`config.mk`:
```
export PLATFORM = sky130hd
export DESIGN_NAME = pc_redirect_controller
export DESIGN_NICKNAME = d
export VERILOG_FILES = /design/src/rtl/pc_redirect_controller.sv
export SDC_FILE = /design/constraint.sdc
export NUM_CORES = 1
export LEC_CHECK = 0
export ABC_AREA = 1
export CAP_MARGIN = 20
export CORE_AREA = 10 10 101 103
export CTS_BUF_LIST = sky130_fd_sc_hd__clkbuf_4 sky130_fd_sc_hd__clkbuf_8 sky130_fd_sc_hd__clkbuf_16
export CTS_CLUSTER_DIAMETER = 100
export DETAILED_ROUTE_END_ITERATION = 12
export DIE_AREA = 0 0 111 113
export HOLD_SLACK_MARGIN = 0.05
export PLACE_DENSITY = 0.85
export SYNTH_ARGS = -nofsm -noshare
export SYNTH_HDL_FRONTEND = slang
export SYNTH_SLANG_ARGS = --single-unit
```
`constraint.sdc`:
```
create_clock -name Clk -period 2.2 [get_ports Clk]
set_input_delay 0.33 -clock Clk [delete_from_list [all_inputs] [get_ports Clk]]
set_output_delay 0.33 -clock Clk [all_outputs]
set_load 0.01 [all_outputs]
```
`src/rtl/pc_redirect_controller.sv`:
```
// rtl/pc_redirect_controller.sv - program counter owner with qualified redirect, flush bubbles, stall and halt
//
// Ports:
//   Clk, Rst            clock (rising edge) and asynchronous active-low reset
//   BranchValid         EX holds a real control-flow instruction this cycle
//   PCSrc, PCNew        redirect request and target from branch resolution
//   Stall               load-use hazard, hold PC this cycle
//   Halt                level halt request
//   PC                  registered fetch address
//   PCPlus4             PC + PC_STEP (combinational, wraps modulo 2^32)
//   FetchValid          PC is a valid fetch this cycle
//   FlushIFID/FlushIDEX pipeline register clears during the flush window
//   Halted              controller is halted (left only through reset)
//   Misaligned          sticky: some accepted redirect target had non-zero low bits
//   RedirectCount       accepted redirects, saturating at 16'hFFFF
module pc_redirect_controller #(
    parameter logic [31:0] RESET_PC     = 32'h0000_0000,
    parameter int unsigned FLUSH_CYCLES = 2,               // legal range 1..15
    parameter logic [31:0] PC_STEP      = 32'd4
) (
    input  logic        Clk,
    input  logic        Rst,
    input  logic        BranchValid,
    input  logic        PCSrc,
    input  logic [31:0] PCNew,
    input  logic        Stall,
    input  logic        Halt,
    output logic [31:0] PC,
    output logic [31:0] PCPlus4,
    output logic        FetchValid,
    output logic        FlushIFID,
    output logic        FlushIDEX,
    output logic        Halted,
    output logic        Misaligned,
    output logic [15:0] RedirectCount
);

    typedef enum logic [1:0] {
        IDLE  = 2'd0,
        RUN   = 2'd1,
        FLUSH = 2'd2,
        HALT  = 2'd3
    } state_t;

    // Counter is loaded with FLUSH_CYCLES-1 and the FLUSH state is left when it
    // reads zero, which gives exactly FLUSH_CYCLES bubble cycles.
    localparam logic [3:0] FLUSH_LOAD = 4'(FLUSH_CYCLES - 1);

    state_t     state;
    logic [3:0] flush_cnt;
    logic       redirect;

    // Branch resolution raises PCSrc for undecoded selects, so only a
    // qualified request is ever acted on.
    assign redirect = BranchValid & PCSrc;
    assign PCPlus4  = PC + PC_STEP;

    always_ff @(posedge Clk or negedge Rst) begin
        if (!Rst) begin
            state         <= IDLE;
            PC            <= RESET_PC;
            flush_cnt     <= 4'd0;
            FetchValid    <= 1'b0;
            FlushIFID     <= 1'b0;
            FlushIDEX     <= 1'b0;
            Halted        <= 1'b0;
            Misaligned    <= 1'b0;
            RedirectCount <= 16'd0;
        end else begin
            case (state)
                IDLE: begin
                    state      <= RUN;
                    FetchValid <= 1'b1;
                end
                RUN: begin
                    if (redirect) begin
                        // Redirect outranks halt and stall; a coincident stall is dropped.
                        PC <= {PCNew[31:2], 2'b00};
                        if (PCNew[1:0] != 2'b00) begin
                            Misaligned <= 1'b1;
                        end
                        if (RedirectCount != 16'hFFFF) begin
                            RedirectCount <= RedirectCount + 16'd1;
                        end
                        flush_cnt  <= FLUSH_LOAD;
                        state      <= FLUSH;
                        FetchValid <= 1'b0;
                        FlushIFID  <= 1'b1;
                        FlushIDEX  <= 1'b1;
                    end else if (Halt) begin
                        state      <= HALT;
                        FetchValid <= 1'b0;
                        Halted     <= 1'b1;
                    end else if (!Stall) begin
                        PC <= PCPlus4;
                    end
                end
                FLUSH: begin
                    // Requests arriving now come from squashed instructions.
                    if (flush_cnt == 4'd0) begin
                        state      <= RUN;
                        FetchValid <= 1'b1;
                        FlushIFID  <= 1'b0;
                        FlushIDEX  <= 1'b0;
                    end else begin
                        flush_cnt <= flush_cnt - 4'd1;
                    end
                end
                HALT: begin
                    state <= HALT;
                end
                default: begin
                    state <= IDLE;
                end
            endcase
        end
    end

endmodule
```
# After elaboration in Yosys (flattened, before gate mapping)

Index checks and enable logic that the tools add are counted.

Output and inout port bits: 85
Register bits: 58
Logic and storage cells: 53
Input port bits: 38

Reductions and logical operators: 13
Muxes and demuxes: 17
Equality and inequality tests: 10
$add $sub $neg: 3
Bitwise logic cells: 2

Operators by type and width:

| cell                                                                   | number |
|---|---|
| 32-bit two-way mux                                                     | 3 |
| 32-bit by 3-bit adder with 32-bit output (second input constant)       | 1 |
| 3-bit AND reduction                                                    | 7 |
| 16-bit by 1-bit adder with 16-bit output (second input constant)       | 1 |
| 16-bit != test (second input constant)                                 | 1 |
| 4-bit two-way mux                                                      | 2 |
| 2-bit case mux with 4 select lines                                     | 1 |
| 4-bit case mux with 2 select lines                                     | 1 |
| 2-bit two-way mux                                                      | 3 |
| 2-bit != test (second input constant)                                  | 3 |
| 1-bit two-way mux                                                      | 5 |
| 2-bit equality test (second input constant)                            | 2 |
| 4-bit logical NOT                                                      | 1 |
| 2-bit by 1-bit != test with 1-bit output (second input constant)       | 2 |
| 2-bit nonzero test                                                     | 2 |
| 4-bit by 1-bit subtractor with 4-bit output (second input constant)    | 1 |
| 3-bit != test (second input constant)                                  | 1 |
| 1-bit case mux with 3 select lines                                     | 1 |
| 3-bit nonzero test                                                     | 1 |
| 2-bit by 1-bit equality test with 1-bit output (second input constant) | 1 |
| 2-bit logical NOT                                                      | 1 |
| 1-bit case mux with 2 select lines                                     | 1 |
| 2-bit AND reduction                                                    | 1 |
| 1-bit bitwise AND                                                      | 1 |
| 1-bit inverter                                                         | 1 |

# Longest topological paths before layout

Word-level depth: 4
Gate-level depth with buffers: 10

# Worst setup path before layout

No wires, ideal clock.

Path type: reg2out
Start point: register PC[3]
End point: output PCPlus4[20]
Data arrival time: 1.340 ns
Data required time: 1.870 ns
Stages on the path, launching flop included: 8
Path slack: 0.530 ns
Path through: dfrtp_1 > ha_1 > nand2_1 > nor2_4 > nand2_2 > nor2_1 > nand3b_1 > nand2_1

Cells in the longest elaborated chain, start to end: 1

Ends and longest elaborated chain:

| element                                  | RTL line | RTL |
|---|---|---|
| start, declared                          | 28       | `output logic [31:0] PC,` |
| start signal, assigned                   | 78       | `PC <= {PCNew[31:2], 2'b00};` |
| start signal, assigned                   | 95       | `PC <= PCPlus4;` |
| 32-bit by 3-bit adder with 32-bit output | 56       | `assign PCPlus4 = PC + PC_STEP;` |
| end, declared                            | 29       | `output logic [31:0] PCPlus4,` |

Every way passes these cells.

# Final worst setup path

Start point: register PC[2]
End point: output PCPlus4[28]

The elaborated chain is that of the path after synthesis.

==> impl_metrics.env <==
export IMPL_combPwrFrac_pct=62.1
export IMPL_die_h_um=113
export IMPL_ys_types=37
export IMPL_cts_tree="yes"
export IMPL_num_vias=4337
export IMPL_worst_slack_ns=0.0004916
export IMPL_tightest_slew_ns=0.6167
export IMPL_slew_viol_final=0
export IMPL_hold_viol_final=0
export IMPL_crit_family="simple AND/OR/NAND/NOR gates"
export IMPL_path_cells="ha_2 -> nand2_2 -> nor2_4 -> nand2_4 -> buf_6 -> nor2_4 -> nand2_1 -> nand2_2 -> nand2_2 -> buf_6"
export IMPL_yosysMostFrequentCell="nand2_1"
export IMPL_pre_cts_slack_ns=-0.06419
export IMPL_critical_path_arrival_ns=1.87
export IMPL_final_core_util_pct=68.51
export IMPL_diodes=0
export IMPL_final_cells=836
export IMPL_clock_sinks=56
export IMPL_first_pass_iters=5
export IMPL_wl_per_cell_um=15.30
export IMPL_clock_path_buffers=2
export IMPL_netlist_instances=566
export IMPL_dieArea_um2=12540
export IMPL_rows=33
export IMPL_reg2regPathDepth=8
export IMPL_start_kind="flop"
export IMPL_initial_utilization_pct=45.84
export IMPL_synth_simple_area_share_pct=40.34
export IMPL_htree_levels=2
export IMPL_grt_usage_pct=18.92
export IMPL_ys_ff_latch=56
export IMPL_yosys_area_share_xor_xnor_pct=4.698
export IMPL_p_seq_share_pct=28.2
export IMPL_worstReg2RegEnd="RedirectCount[15]"
export IMPL_p_leak_nw=2.719
export IMPL_wl_met3_um=962
export IMPL_n_fill_cell=652
export IMPL_nNetsFinal=772
export IMPL_drt_initial_drc_count=215
export IMPL_drive_above_1_share_pct=18.74
export IMPL_core_um2=8134
export IMPL_wl_um=12790
export IMPL_clk_pin_slew_ns=0.11
export IMPL_clkPwrFrac_pct=9.7
export IMPL_routed_via_density=5.188
export IMPL_postSynth_asyncResetShare_pct=100.0
export IMPL_whs_path_depth=1
export IMPL_grt_pass1_wl_um=20330
export IMPL_fin_crit_ns=2.200
export IMPL_critical_path_buf_inv_count=2
export IMPL_ys_warn_count=0
export IMPL_drt_drc_violations_left=0
export IMPL_cp_end_kind="primary output"
export IMPL_netSwitchingPower_mw=2.729
export IMPL_fp_dieW_um=111
export IMPL_regToRegSetupSlack_ns=0.29
export IMPL_synthFlopType="dfrtp_1"
export IMPL_holdCritPathClass="flop to flop"
export IMPL_synthTopCellsByArea="dfrtp_1 (38%), nand2_1 (22%), nor2_1 (9.0%)"
export IMPL_hold_path_end="Halted"
export IMPL_synth_top_cells_by_count="nand2_1 (216), nor2_1 (89), dfrtp_1 (56)"
export IMPL_synth_top_family_by_area="simple AND/OR/NAND/NOR gates"
export IMPL_dp_cells=803
export IMPL_status="complete, no violations"
export IMPL_m1WireLength_um=5089
export IMPL_critPathMaxStageDelay_ns=0.41
export IMPL_rsz0062_at_grt="true"
export IMPL_grt_overflow=0
export IMPL_cellPowerDensity_nw_per_um2=1114
export IMPL_grt_pass1_vias=4260
export IMPL_irDropWorstVdd_uv=522.8
export IMPL_required_ns=1.87
export IMPL_slew_headroom_pct=58.89
export IMPL_r2r_start="RedirectCount[0]"
export IMPL_max_cap_viol_count=0
export IMPL_crit_type="flop to primary output"
export IMPL_internal_power_mw=3.477
export IMPL_drtAntennaViolNets=0
export IMPL_p_sw_share_pct=43.97
export IMPL_met2_length_um=6445
export IMPL_min_delay_start="Halted"
export IMPL_period_share_pct=99.98
export IMPL_grt_max_degree=42
export IMPL_antenna_found_initial=0
export IMPL_max_freq_mhz=454.6
export IMPL_io_buffers=118
export IMPL_synth_avg_cell_area_um2=6.588
export IMPL_cts_root_buf="clkbuf_8"
export IMPL_dp_hpwl_um=9220
export IMPL_synth_compound_area_share_pct=7.852
export IMPL_setup_viol=0
export IMPL_worstPathMaxFanout=5
export IMPL_hold_ws_ns=0.4796
export IMPL_crit_start="PC[2]"
export IMPL_io_pins=123
export IMPL_synth_top_area_share_pct=37.58
export IMPL_crit_path_top_delay_cell="dfrtp_1"
export IMPL_top_layer_used="met4"
export IMPL_area_delta_synth_final_pct=49.46
export IMPL_synth_mux_area_share_pct=0
export IMPL_clock_latency_ns=0.32
export IMPL_ys_seq_area_share_pct=37.58
export IMPL_synth_edf_count=0
export IMPL_synth_adder_area_share_pct=1.342
export IMPL_crit_top_cell="nand2_2"
export IMPL_synth_top_area_cell="dfrtp_1"
export IMPL_cts_buffers=5
export IMPL_syn_area_um2=3729
export IMPL_gp_congestion=0.9185
export IMPL_skew_ns=0.01362
export IMPL_power_mw=6.206
[cells in the final DEF, fill, tap and decap left out, types with 3 or more instances in the layout]
master | netlist | final
a21oi_1 | 25 | 25
buf_2 | 4 | 3
buf_4 | 5 | 47
buf_6 | 2 | 13
clkbuf_2 | 0 | 11
clkbuf_8 | 0 | 5
clkdlybuf4s15_1 | 0 | 3
clkdlybuf4s50_1 | 0 | 89
conb_1 | 1 | 4
dfrtp_1 | 56 | 56
dlygate4sd2_1 | 0 | 3
ha_1 | 4 | 3
inv_1 | 49 | 48
nand2_1 | 216 | 196
nand2_2 | 1 | 17
nand2_4 | 0 | 4
nand3_1 | 33 | 31
nand3b_1 | 3 | 3
nor2_1 | 89 | 77
nor2_2 | 3 | 9
nor2_4 | 5 | 11
nor3_1 | 7 | 7
o21ai_0 | 17 | 12
o21ai_1 | 0 | 3
xnor2_1 | 14 | 13
xor2_1 | 6 | 5
[per-layer routing]
layer	GRT usage, %	up-vias
li1	-	2077
met1	20.91	2043
met2	34.47	189
met3	5.494	28
met4	5.382	0
met5	0	-
[what timing repair did]
| item | 4_1_cts | 5_1_grt |
|---|---|---|
| hold buffers | 1 | 0 |
| resized for setup | 64 | 86 |
| pin swaps | 7 | 20 |
| hold endpoints to repair | 25 | 0 |
| setup endpoints to repair | 26 | 26 |
| setup buffers | 15 | 9 |
[power groups by stage]
stage,Sequential (mW),Combinational (mW),Clock (mW)
3_5_place_dp,1.76,3.56,0
3_3_place_gp,1.74,3.46,0
5_1_grt,1.80,4.18,0.661
6_report,1.75,3.85,0.604
2_1_floorplan,1.90,1.44,0
4_1_cts,1.72,3.60,0.609
[sequential cells by signal, summed over array words and instances, names as in the netlist]
signal,cells
Misaligned,1
PC,30
RedirectCount,16
FetchValid,1
state,2
FlushIDEX,1
Halted,1
flush_cnt,4
[worst reg2reg max path: stages (launching register included)]
cell and delay (ns):
dfrtp_1 0.42, ha_1 0.26, nand3_4 0.12, nor2_4 0.14
nand4_2 0.12, o21ai_4 0.41, inv_2 0.20, nand2_1 0.11
nand2_1 0.05
[how the worst max path moves through the flow]
| stage | to | slack (ns) | depth (start not counted) |
|---|---|---|---|
| floorplan | PCPlus4[20] | 0.53 | 7 |
| global placement | PCPlus4[28] | 0.02 | 8 |
| detailed placement | PCPlus4[28] | -0.06 | 8 |
| CTS | PCPlus4[28] | -0.08 | 9 |
| global route | PCPlus4[28] | -0.1 | 10 |
| finish | PCPlus4[28] | 0.0005 | 10 |
[cell type report]
class	instances	area, µm²	area share, %
Inverter	52	195.2	3.502
Tap cell	105	131.4	2.357
Multi-Input combinational cell	443	2202	39.52
Timing Repair Buffer	172	1551	27.84
Clock buffer	5	68.82	1.235
Sequential cell	56	1401	25.15
Clock inverter	3	22.52	0.4041
[cell families after synthesis]
kind of cell               Yosys count
and+or+nand+nor                    363
buffers and inverters               70
DFF                                 56
AOI/OAI and AO/OA                   52
xor gates and xnor gates            20
adders and majority gates            4
other                                1
[through the flow]
stage / setup TNS (ns) / cell area (µm²)
6_report: 0 / 5573
5_1_grt: -0.5314 / 5573
4_1_cts: -0.1245 / 5379
3_5_place_dp: -0.1072 / 5159
3_3_place_gp: 0 / 5159
2_1_floorplan: 0 / 3740
Power figures use the tool's default switching activity.
